## src/rtl/periph_pkg.sv

```systemverilog
// periph_pkg: shared state encoding and default peripheral-window constants
package periph_pkg;
  typedef enum logic [1:0] {IDLE, REQ, DONE} pbus_state_t;
  localparam logic [63:0] DEF_BASE = 64'h2000_0000;
  localparam int DEF_N_SLOTS = 4;
  localparam int DEF_SLOT_SHIFT = 12;
  localparam int DEF_TIMEOUT = 255;
  function automatic int slot_w(input int n);
    return n > 1 ? $clog2(n) : 1;
  endfunction
  localparam int SLOT_W = slot_w(DEF_N_SLOTS);
endpackage

```

## src/rtl/periph_addr_decode.sv

```systemverilog
// periph_addr_decode: maps a byte address to peripheral slot, in-slot offset and range flag
module periph_addr_decode import periph_pkg::*; #(
  parameter logic [63:0] BASE = DEF_BASE,
  parameter int N_SLOTS = DEF_N_SLOTS,
  parameter int SLOT_SHIFT = DEF_SLOT_SHIFT,
  parameter int SW = slot_w(N_SLOTS)
) (
  input  logic [63:0]           addr,
  output logic [SW-1:0]         slot,
  output logic [SLOT_SHIFT-1:0] offset,
  output logic                  in_range
);
  logic [63:0] diff, idx;
  assign diff = addr - BASE;
  assign idx = diff >> SLOT_SHIFT;
  assign slot = idx[SW-1:0];
  assign offset = diff[SLOT_SHIFT-1:0];
  // addresses below BASE wrap to huge indices and land out of range
  assign in_range = idx < 64'(N_SLOTS);
endmodule

```

## src/rtl/periph_bus_ctrl.sv

```systemverilog
// periph_bus_ctrl: one-at-a-time sequencer of core accesses onto the multi-slot peripheral bus
// Optional ack timeout enabled by defining PERIPH_TIMEOUT_EN.
module periph_bus_ctrl import periph_pkg::*; #(
  parameter logic [63:0] PERIPHERAL_BASE = DEF_BASE,
  parameter int N_SLOTS = DEF_N_SLOTS,
  parameter int SLOT_SHIFT = DEF_SLOT_SHIFT,
  parameter int TIMEOUT = DEF_TIMEOUT
) (
  input  logic                    clk,
  input  logic                    reset,
  input  logic                    d_valid,
  input  logic [63:0]             d_addr,
  input  logic                    d_write,
  input  logic [63:0]             d_wdata,
  input  logic [7:0]              d_be,
  output logic                    d_ready,
  output logic [63:0]             d_rdata,
  output logic                    d_err,
  output logic [N_SLOTS-1:0]      p_req,
  output logic [SLOT_SHIFT-1:0]   p_addr,
  output logic                    p_we,
  output logic [63:0]             p_wdata,
  output logic [7:0]              p_be,
  input  logic [N_SLOTS-1:0]      p_ack,
  input  logic [N_SLOTS*64-1:0]   p_rdata
);
  localparam int SW = slot_w(N_SLOTS);
  pbus_state_t state;
  logic [SW-1:0] slot, slot_q;
  logic [SLOT_SHIFT-1:0] offset;
  logic in_range, ack, expired;
  periph_addr_decode #(
    .BASE(PERIPHERAL_BASE), .N_SLOTS(N_SLOTS), .SLOT_SHIFT(SLOT_SHIFT), .SW(SW)
  ) u_dec (
    .addr(d_addr), .slot(slot), .offset(offset), .in_range(in_range)
  );
  assign ack = p_ack[slot_q];
`ifdef PERIPH_TIMEOUT_EN
  localparam int CW = $clog2(TIMEOUT + 1);
  logic [CW-1:0] cnt;
  assign expired = cnt == CW'(TIMEOUT - 1);
  always_ff @(posedge clk or posedge reset)
    if (reset) cnt <= '0;
    else cnt <= (state == REQ) ? cnt + 1'b1 : '0;
`else
  assign expired = 1'b0;
`endif
  always_ff @(posedge clk or posedge reset) begin
    if (reset) begin
      state <= IDLE;
      slot_q <= '0;
      d_ready <= 1'b0;
      d_err <= 1'b0;
      d_rdata <= '0;
      p_req <= '0;
      p_addr <= '0;
      p_we <= 1'b0;
      p_wdata <= '0;
      p_be <= '0;
    end else begin
      case (state)
        IDLE: if (d_valid) begin
          if (in_range) begin
            state <= REQ;
            slot_q <= slot;
            p_req <= N_SLOTS'(1) << slot;
            p_addr <= offset;
            p_we <= d_write;
            p_wdata <= d_wdata;
            p_be <= d_be;
          end else begin
            state <= DONE;
            d_ready <= 1'b1;
            d_err <= 1'b1;
            d_rdata <= '0;
          end
        end
        REQ: if (ack || expired) begin
          state <= DONE;
          p_req <= '0;
          d_ready <= 1'b1;
          d_err <= !ack;
          d_rdata <= (ack && !p_we) ? p_rdata[{slot_q, 6'd0} +: 64] : '0;
        end
        DONE: begin
          state <= IDLE;
          d_ready <= 1'b0;
          d_err <= 1'b0;
        end
        default: state <= IDLE;
      endcase
    end
  end
endmodule

```

## config.mk

```make
export PLATFORM = sky130hd
export DESIGN_NAME = periph_bus_ctrl
export DESIGN_NICKNAME = d
export VERILOG_FILES = /design/src/rtl/periph_pkg.sv /design/src/rtl/periph_addr_decode.sv /design/src/rtl/periph_bus_ctrl.sv
export SDC_FILE = /design/constraint.sdc
export NUM_CORES = 1
export LEC_CHECK = 0
export ABC_AREA = 1
export CAP_MARGIN = 20
export CORE_AREA = 2 2 217 219
export CTS_CLUSTER_SIZE = 30
export DETAILED_ROUTE_END_ITERATION = 10
export DIE_AREA = 0 0 219 221
export PLACE_DENSITY_LB_ADDON = 0.1
export SLEW_MARGIN = 10
export SYNTH_ARGS = -nofsm -noshare
export SYNTH_HDL_FRONTEND = slang
export SYNTH_SLANG_ARGS = --single-unit
```

## constraint.sdc

```tcl
create_clock -name clk -period 13.15 [get_ports clk]
set_input_delay 3.945 -clock clk [delete_from_list [all_inputs] [get_ports clk]]
set_output_delay 3.945 -clock clk [all_outputs]
set_load 0.05 [all_outputs]
```

# == After elaboration in Yosys (flattened, before gate mapping) ==
# Index checks and enable logic that the tools add are counted.
# word_totals
in_bits,400
output_inout_bits,155
elab_cells,53
regBits,159
# classes
mux,21
magnitude_cmp,2
n_reduce_logical,11
shift,2
n_addsub,1
n_eq_ne,6
# ops
op,count
64-bit 2-to-1 mux,4
256-bit by 9-bit variable part select with 64-bit output,1
64-bit case mux with 2 select lines,1
64-bit by 30-bit subtractor with 64-bit output (second input constant),1
52-bit by 3-bit less-than comparator with 1-bit output (second input constant),1
4-bit 2-to-1 mux,3
4-bit AND reduction,3
2-bit != test (second input constant),4
4-bit case mux with 2 select lines,1
2-bit 2-to-1 mux,3
1-bit case mux with 3 select lines,2
1-bit 2-to-1 mux,5
2-bit case mux with 2 select lines,1
1-bit by 2-bit << shifter with 4-bit output (first input constant),1
2-bit by 3-bit less-than comparator with 1-bit output (second input constant),1
3-bit AND reduction,1
3-bit nonzero test,1
1-bit binary-select mux with 2-bit select,1
2-bit by 1-bit == test with 1-bit output (second input constant),1
2-bit == test (second input constant),1
1-bit zero test,2
2-bit zero test,1
2-bit AND reduction,1
2-bit nonzero test,1
1-bit logical AND,1

# == Logic depth before layout (Yosys ltp) ==
# Gate-level depths: netlist (run 1).
# depth
depth_word,6
mapped_depth,18

# == Modules after synthesis ==
# From an unflattened synthesis (run 1), not the netlist that was laid out.
# hier_totals
cells_unflattened,1623
hier_area_um2,10676.5
# by_module_without_submodules
module,n_inst,cells_each,area_each_um2
periph_bus_ctrl,1,1320,9297.7
periph_addr_decode,1,303,1378.8

# == Worst setup path after synthesis (run 1) ==
# Ideal clock, no wire load.
# synth_path
path_type,input to register
startpoint,in d_addr[29]
endpoint,reg p_wdata[18]
setup_slack_ps,7188
cell_stages,17
n_path_buf,2
arrival_ps,5843
path_cell_list,inv_2 -> ha_1 -> nand2_4 -> nor2_8 -> nand2_1 -> o21ai_1 -> nand2_1 -> nor2_1 -> nand2_1 -> nor2_1 -> nand2_1 -> nor2_4 -> nand3_2 -> buf_4 -> buf_6 -> nand2_1 -> nand2_1
# synth_via
elab_chain_cells,3
# synth_rtl
element,line,text
start: declaration,periph_bus_ctrl.sv:12,"input logic [63:0] d_addr,"
64-bit by 30-bit subtractor with 64-bit output,periph_addr_decode.sv:14,assign diff = addr - BASE;
52-bit by 3-bit less-than comparator with 1-bit output,periph_addr_decode.sv:19,assign in_range = idx < 64'(N_SLOTS);
3-bit AND reduction (no source line),-,
end signal: assignment,periph_bus_ctrl.sv:69,p_wdata <= d_wdata;
end: declaration,periph_bus_ctrl.sv:22,"output logic [63:0] p_wdata,"
# No other way between the ends.
# A chain may end at the register's enable or synchronous reset.

# == Worst setup path in the final report (run 1) ==
# layout_path
startpoint,in d_addr[29]
endpoint,reg d_rdata[55]
# layout_via
elab_chain_cells,4
# layout_rtl
element,line,text
64-bit by 30-bit subtractor with 64-bit output,periph_addr_decode.sv:14,
52-bit by 3-bit less-than comparator with 1-bit output,periph_addr_decode.sv:19,
2-bit != test (no source line),-,
4-bit AND reduction (no source line),-,
end signal: assignment,periph_bus_ctrl.sv:83,"d_rdata <= (ack && !p_we) ? p_rdata[{slot_q, 6'd0} +: 64] : '0;"
end: declaration,periph_bus_ctrl.sv:17,"output logic [63:0] d_rdata,"
# No other way between the ends.

==> impl_metrics.csv, run 1 <==
group,metric,value,unit
sta,setup_ws,5130,ps
cts,cts_buffers,17,
sta,finalSetupViolCount,0,
synth,netlist.area_leader.share,38.8,%
placed_design,port_buffers,554,
cells_and_area,instances_no_fill,2697,
synth,synth_area_per_cell,6.42,um^2
worst_setup_path,worstSetupStartpoint,"d_addr[29]",
power,vdd_ir_drop_max,0.0000906,V
sta,fin_crit,8020,ps
sta,finalClockSkew,11.2,ps
cts,clock_latency,450,ps
synth,ys_seq_elements,159,
grt,grt_use_total,20.9,%
route,vias_per_cell,4.57,
cts,post_cts_buffers,0,
power,power.density,83.3,mW/mm^2
cts,cts.sinks,159,
cts,root_buffer,"clkbuf_16",
grt,antenna_found_initial,8,
sta,tightest_slew,1050,ps
synth,synthXorXnorAreaFrac,0.341,%
worst_setup_path,crit_path_end_kind,"flop",
placed_design,place_area,0.0163,mm^2
synth,syn-num-nets,2003,
power,p_seq_share,36.1,%
power,p_switching,0.495,mW
floorplan,chipWidth,219,um
run_status,status,"complete, no violations",
grt,grt_start_max_net_pins,89,
synth,synth_compound_area_share,7.49,%
power,pwr-share-comb,28.7,%
power,p_leak,8.00,nW
worst_setup_path,timing.rr.end,"d_rdata[55]",
sta,hold_viol_final,0,
route,via_count,12300,
placed_design,pre_cts_slack,4630,ps
synth,synth_mux_area_share,0,%
worst_setup_path,worstSetupEndpoint,"d_rdata[55]",
worst_setup_path,reg2reg_depth,11,
synth,synthArstFlopShare,100,%
worst_setup_path,worstPathArrival,8410,ps
synth,synth_top_family_by_area,"simple AND/OR/NAND/NOR gates",
power,swShare,35.4,%
route,drt_wl_total,51800,um
cells_and_area,final_common_cell,"nand2_1",
power,p_clk_share,35.2,%
synth,synthSimpleGateAreaFrac,46.5,%
synth,ys.flop_type,"dfrtp_1",
cells_and_area,area_growth,63.9,%
floorplan,num_io_pins,555,
synth,syn-instance-count,1598,
cells_and_area,final_cell_mix,"726 x nand2_1, 553 x clkdlybuf4s50_1, 157 x dfrtp_1, 133 x a21oi_1, 113 x nor2_1",
route,drtIter0Drc,501,
grt,grt-ovfl-total,0,
synth,syn_area,0.0103,mm^2
route,drtPass1Iterations,5,
floorplan,core_area,0.0461,mm^2
hold_path,min_path_type,"reg2reg",
job,maxCapViolCount,0,
cells_and_area,final_area,0.0168,mm^2
synth,synth_area_leader_cell,"dfrtp_1",
placed_design,place.gp.congestion,0.902,
placed_design,dpl.cell_count,2664,
cts,clk_path_buf_depth,2,
worst_setup_path,cp_max_fo,68,
synth,ys_seq_area_share,38.8,%
grt,grt_pass1_wl,77000,um
route,wl_per_cell,19.2,um
cts,path_clk_slew,70,ps
worst_setup_path,path_class,"in2reg",
floorplan,start_util,22.3,%
cells_and_area,final_nets,2481,
floorplan,fp.dieArea,0.0484,mm^2
cells_and_area,utilization,36.5,%
grt,grt_pass1_vias,12500,
sta,finalCritPeriodShare,61.0,%
sta,rsz0062_at_grt,"no",
sta,whs,469,ps
synth,synth_cell_types,32,
sta,setup_tns,0,ps
synth,ys.warnings.count,0,
worst_setup_path,r2r_slack,9130,ps
floorplan,row_count,79,
route,drtAntennaViolNets,0,
cts,cts_tree,"done",
cts,holdBufCountCts,0,
power,total_power,1.40,mW
cts,ctsResizeCount,0,
synth,synth_edf_count,0,
worst_setup_path,startpoint_type,"input port",
cts,htree_levels,4,
sta,slew_headroom,29.9,%
power,p_int,0.906,mW
route,drc,0,
sta,slew_viol_final,0,
floorplan,die_y,221,um
synth,yosys-top-cells-area,"dfrtp_1 39%, nand2_1 27%, a21oi_1 6.5%",
cells_and_area,drive_gt1_share,3.40,%
worst_setup_path,r2r_start,"slot_q[0]",
sta,fmax,125,MHz
placed_design,dp_hpwl,38400,um
worst_setup_path,cp.required,13540,ps
synth,synth_adder_area_share,0.610,%
## synthesized netlist by cell type, types with 3 or more instances
cell type	count
nand2_1	726
dfrtp_1	159
a21oi_1	133
nor2_1	114
nand4_1	97
nand3_1	92
clkbuf_1	77
nor3_1	72
inv_1	47
buf_2	17
buf_1	9
o21ai_0	6
ha_1	5
nor2_2	5
nor2_4	5
o21ai_1	5
nand3b_1	4
buf_4	3
buf_6	3
o21bai_1	3
xor2_1	3
## worst min-delay path by stage
stage / slack (ps) / cells after the start / endpoint / start
floorplan: 500 / 2 / state[0] / state[0]
global placement: 450 / 2 / p_wdata[9] / p_wdata[9]
detailed placement: 460 / 2 / p_wdata[2] / p_wdata[2]
CTS: 480 / 2 / d_rdata[62] / d_rdata[62]
global route: 500 / 2 / d_rdata[54] / d_rdata[54]
finish: 470 / 2 / d_rdata[62] / d_rdata[62]
## power groups by stage
stage	clock [mW]	sequential, mW	combinational (mW)
CTS	0.511	0.506	0.408
global placement	0	0.515	0.410
detailed placement	0	0.515	0.407
global route	0.534	0.507	0.432
finish	0.493	0.505	0.403
floorplan	0	0.545	0.157
## sequential cells by signal (all words and copies together) (netlist names)
| name | flops |
|---|---|
| d_err | 1 |
| d_rdata | 64 |
| d_ready | 1 |
| p_addr | 12 |
| p_be | 8 |
| p_req | 4 |
| p_wdata | 64 |
| p_we | 1 |
| slot_q | 2 |
| state | 2 |
## critical path, stage by stage
cell             delay (ps)
clkdlybuf4s50_1         500
inv_2                   150
ha_1                    320
nand3_1                 270
nor2_1                  330
nand4_1                 130
nand2_1                 120
nand2_1                  60
nor2_1                   90
nand2_1                  60
nor2_1                  210
nand3_4                 660
nand2_2                 840
buf_4                   480
nand2_1                 110
nand2_1                  80
## cell type report
type	count	area, um^2
Sequential cell	159	3980
Clock buffer	18	429
Inverter	49	191
Fill cell	4906	29200
Tap cell	607	759
Clock inverter	13	126
Multi-Input combinational cell	1281	5670
Antenna cell	2	5.00
Timing Repair Buffer	568	5650
## layer usage
| metal | GRT usage [%] | part of all wire (%) | routed length [um] | vias up |
|---|---|---|---|---|
| li1 | - | - | - | 6179 |
| met1 | 24.8 | 41 | 21300 | 5640 |
| met2 | 35.3 | 47 | 24400 | 432 |
| met3 | 7.02 | 8.9 | 4600 | 61 |
| met4 | 6.87 | 2.7 | 1370 | 12 |
| met5 | 0 | 0.15 | 80 | - |
## cell families after synthesis
kind of cell	Yosys count
AO/OA/AOI/OAI	150
XOR/XNOR	4
adder cells (fa/ha/maj)	5
buffers and inverters	158
flip-flops	159
AND/OR/NAND/NOR	1122
Power figures use the tool's default switching activity.
==> run 2: changes to the inputs <==
- CORE_AREA: 2 2 217 219 -> 2 2 219 221
- DIE_AREA: 0 0 219 221 -> 0 0 221 223
- clock period: 13.15 -> 7.5 ns (I/O delays scaled with it)
==> run 2 against run 1 <==
Against the previous run: first-iteration DRC count rose by 43%; utilization down 0.75 points; largest cell class unchanged; design area rose by 0.24%; sequential share of layout area decreased by 0.056 points; non-clock buffer count down 2.
==> impl_metrics.csv, run 2 (synthesis gave the netlist of run 1 again) <==
group,metric,value,unit
floorplan,core_area,0.0471,mm^2
route,drc,0,
floorplan,row_count,80,
power,pwr-share-comb,28.4,%
sta,fmax,187,MHz
power,vdd_ir_drop_max,0.000176,V
cells_and_area,final_area,0.0169,mm^2
cts,cts_buffers,17,
sta,setup_tns,0,ps
cts,path_clk_slew,70,ps
sta,finalCritPeriodShare,71.2,%
cells_and_area,largestRegisters,"d_rdata x64, p_wdata x64, p_addr x12",
floorplan,fp.dieArea,0.0493,mm^2
cells_and_area,drive_gt1_share,3.35,%
power,p_clk_share,36.2,%
cells_and_area,final_nets,2479,
power,swShare,35.1,%
grt,grt_start_max_net_pins,91,
route,drtAntennaViolNets,0,
worst_setup_path,path_class,"in2reg",
worst_setup_path,worstPathArrival,5730,ps
worst_setup_path,timing.rr.end,"d_rdata[38]",
floorplan,start_util,21.8,%
cells_and_area,instances_no_fill,2703,
cells_and_area,final_cell_mix,"726 x nand2_1, 553 x clkdlybuf4s50_1, 157 x dfrtp_1, 133 x a21oi_1, 113 x nor2_1",
route,drtIter0Drc,714,
floorplan,num_io_pins,555,
placed_design,place.gp.congestion,0.859,
power,p_switching,0.878,mW
sta,finalClockSkew,13.6,ps
run_status,status,"complete, no violations",
job,maxCapViolCount,0,
route,vias_per_cell,4.56,
placed_design,port_buffers,554,
grt,grt_use_total,20.4,%
route,drtPass1Iterations,7,
power,power.density,149,mW/mm^2
sta,slew_headroom,29.9,%
worst_setup_path,r2r_slack,3550,ps
sta,hold_viol_final,0,
worst_setup_path,r2r_start,"slot_q[0]",
cells_and_area,final_common_cell,"nand2_1",
sta,fin_crit,5340,ps
placed_design,dp_hpwl,37800,um
worst_setup_path,reg2reg_depth,8,
grt,grt_pass1_wl,78000,um
grt,antenna_found_initial,3,
worst_setup_path,crit_path_end_kind,"flop",
cts,cts_tree,"done",
cts,ctsResizeCount,0,
power,p_seq_share,35.4,%
cts,clk_path_buf_depth,2,
grt,grt-ovfl-total,0,
worst_setup_path,cp_max_fo,52,
cells_and_area,area_growth,64.3,%
power,p_int,1.63,mW
placed_design,dpl.cell_count,2670,
hold_path,min_path_type,"reg2reg",
cts,holdBufCountCts,0,
cts,cts.sinks,159,
worst_setup_path,worstSetupEndpoint,"d_rdata[6]",
cts,root_buffer,"clkbuf_16",
floorplan,chipWidth,221,um
power,p_leak,8.01,nW
route,wl_per_cell,18.9,um
hold_path,hold_depth,2,
grt,grt_pass1_vias,12600,
worst_setup_path,cp.required,7890,ps
cts,clock_latency,460,ps
placed_design,place_area,0.0163,mm^2
sta,rsz0062_at_grt,"no",
route,drt_wl_total,51000,um
sta,finalSetupViolCount,0,
worst_setup_path,startpoint_type,"input port",
route,via_count,12300,
sta,slew_viol_final,0,
sta,tightest_slew,1050,ps
cts,htree_levels,4,
worst_setup_path,worstSetupStartpoint,"d_addr[29]",
floorplan,die_y,223,um
cts,post_cts_buffers,0,
run 2: cell types whose count changed in the layout (fill, tap and decap cells not counted):
| cell | change |
|---|---|
| inv_8 | +1 |
| clkinvlp_4 | +1 |
| inv_6 | +1 |
| clkinv_2 | -1 |
| buf_12 | +1 |
| clkinv_4 | -2 |
| buf_4 | -3 |
| bufinv_16 | +1 |
| diode_2 | -1 |
run 2: routing by layer:
metal / GRT usage [%] / vias up / wire [um]
met2: 33.7 / 414 / 24000
li1: - / 6162 / -
met1: 25.4 / 5682 / 22000
met5: 0 / - / 27
met4: 6.75 / 4 / 1270
met3: 6.31 / 56 / 3750
run 2: cell type report:
class | instances | area, um^2
Antenna cell | 1 | 2.50
Clock buffer | 18 | 429
Clock inverter | 14 | 161
Fill cell | 5115 | 30300
Inverter | 49 | 191
Multi-Input combinational cell | 1281 | 5670
Sequential cell | 159 | 3980
Tap cell | 615 | 769
Timing Repair Buffer | 566 | 5650
run 2: metrics by stage:
| step | setup slack (ps) | utilization, % | hold WS, ps | power [mW] |
|---|---|---|---|---|
| floorplan | 958 | - | 504 | 1.23 |
| global placement | 1680 | 34.5 | 453 | 1.63 |
| detailed placement | 1670 | 34.5 | 457 | 1.63 |
| CTS | 2170 | 35.7 | 475 | 2.56 |
| global route | 1800 | 35.8 | 493 | 2.64 |
| finish | 2160 | 35.8 | 470 | 2.50 |
run 2: how the worst min path moves through the flow:
stage,from,endpoint,slack (ps)
global placement,p_be[4],p_be[4],450
CTS,d_rdata[57],d_rdata[57],480
finish,d_rdata[18],d_rdata[18],470
floorplan,state[0],state[0],500
detailed placement,d_rdata[57],d_rdata[57],460
global route,d_rdata[61],d_rdata[61],490
run 2: power by group through the flow:
stage	registers (mW)	logic [mW]	clock network (mW)
after CTS	0.886	0.725	0.946
after global placement	0.903	0.725	0
after detailed placement	0.903	0.722	0
after floorplan	0.956	0.275	0
after global routing	0.889	0.775	0.980
final	0.886	0.711	0.907
run 2: worst max-delay path, cell delays in order:
cell	delay (ps)
clkdlybuf4s50_1	490
inv_2	130
ha_1	320
nand2_4	140
nor2_4	180
nand3_1	160
o21bai_1	250
nand2_1	80
nor2_1	180
nand3_1	110
nor2_1	230
nand3_4	100
nand2_2	310
buf_4	550
nand2_1	110
nand2_1	90
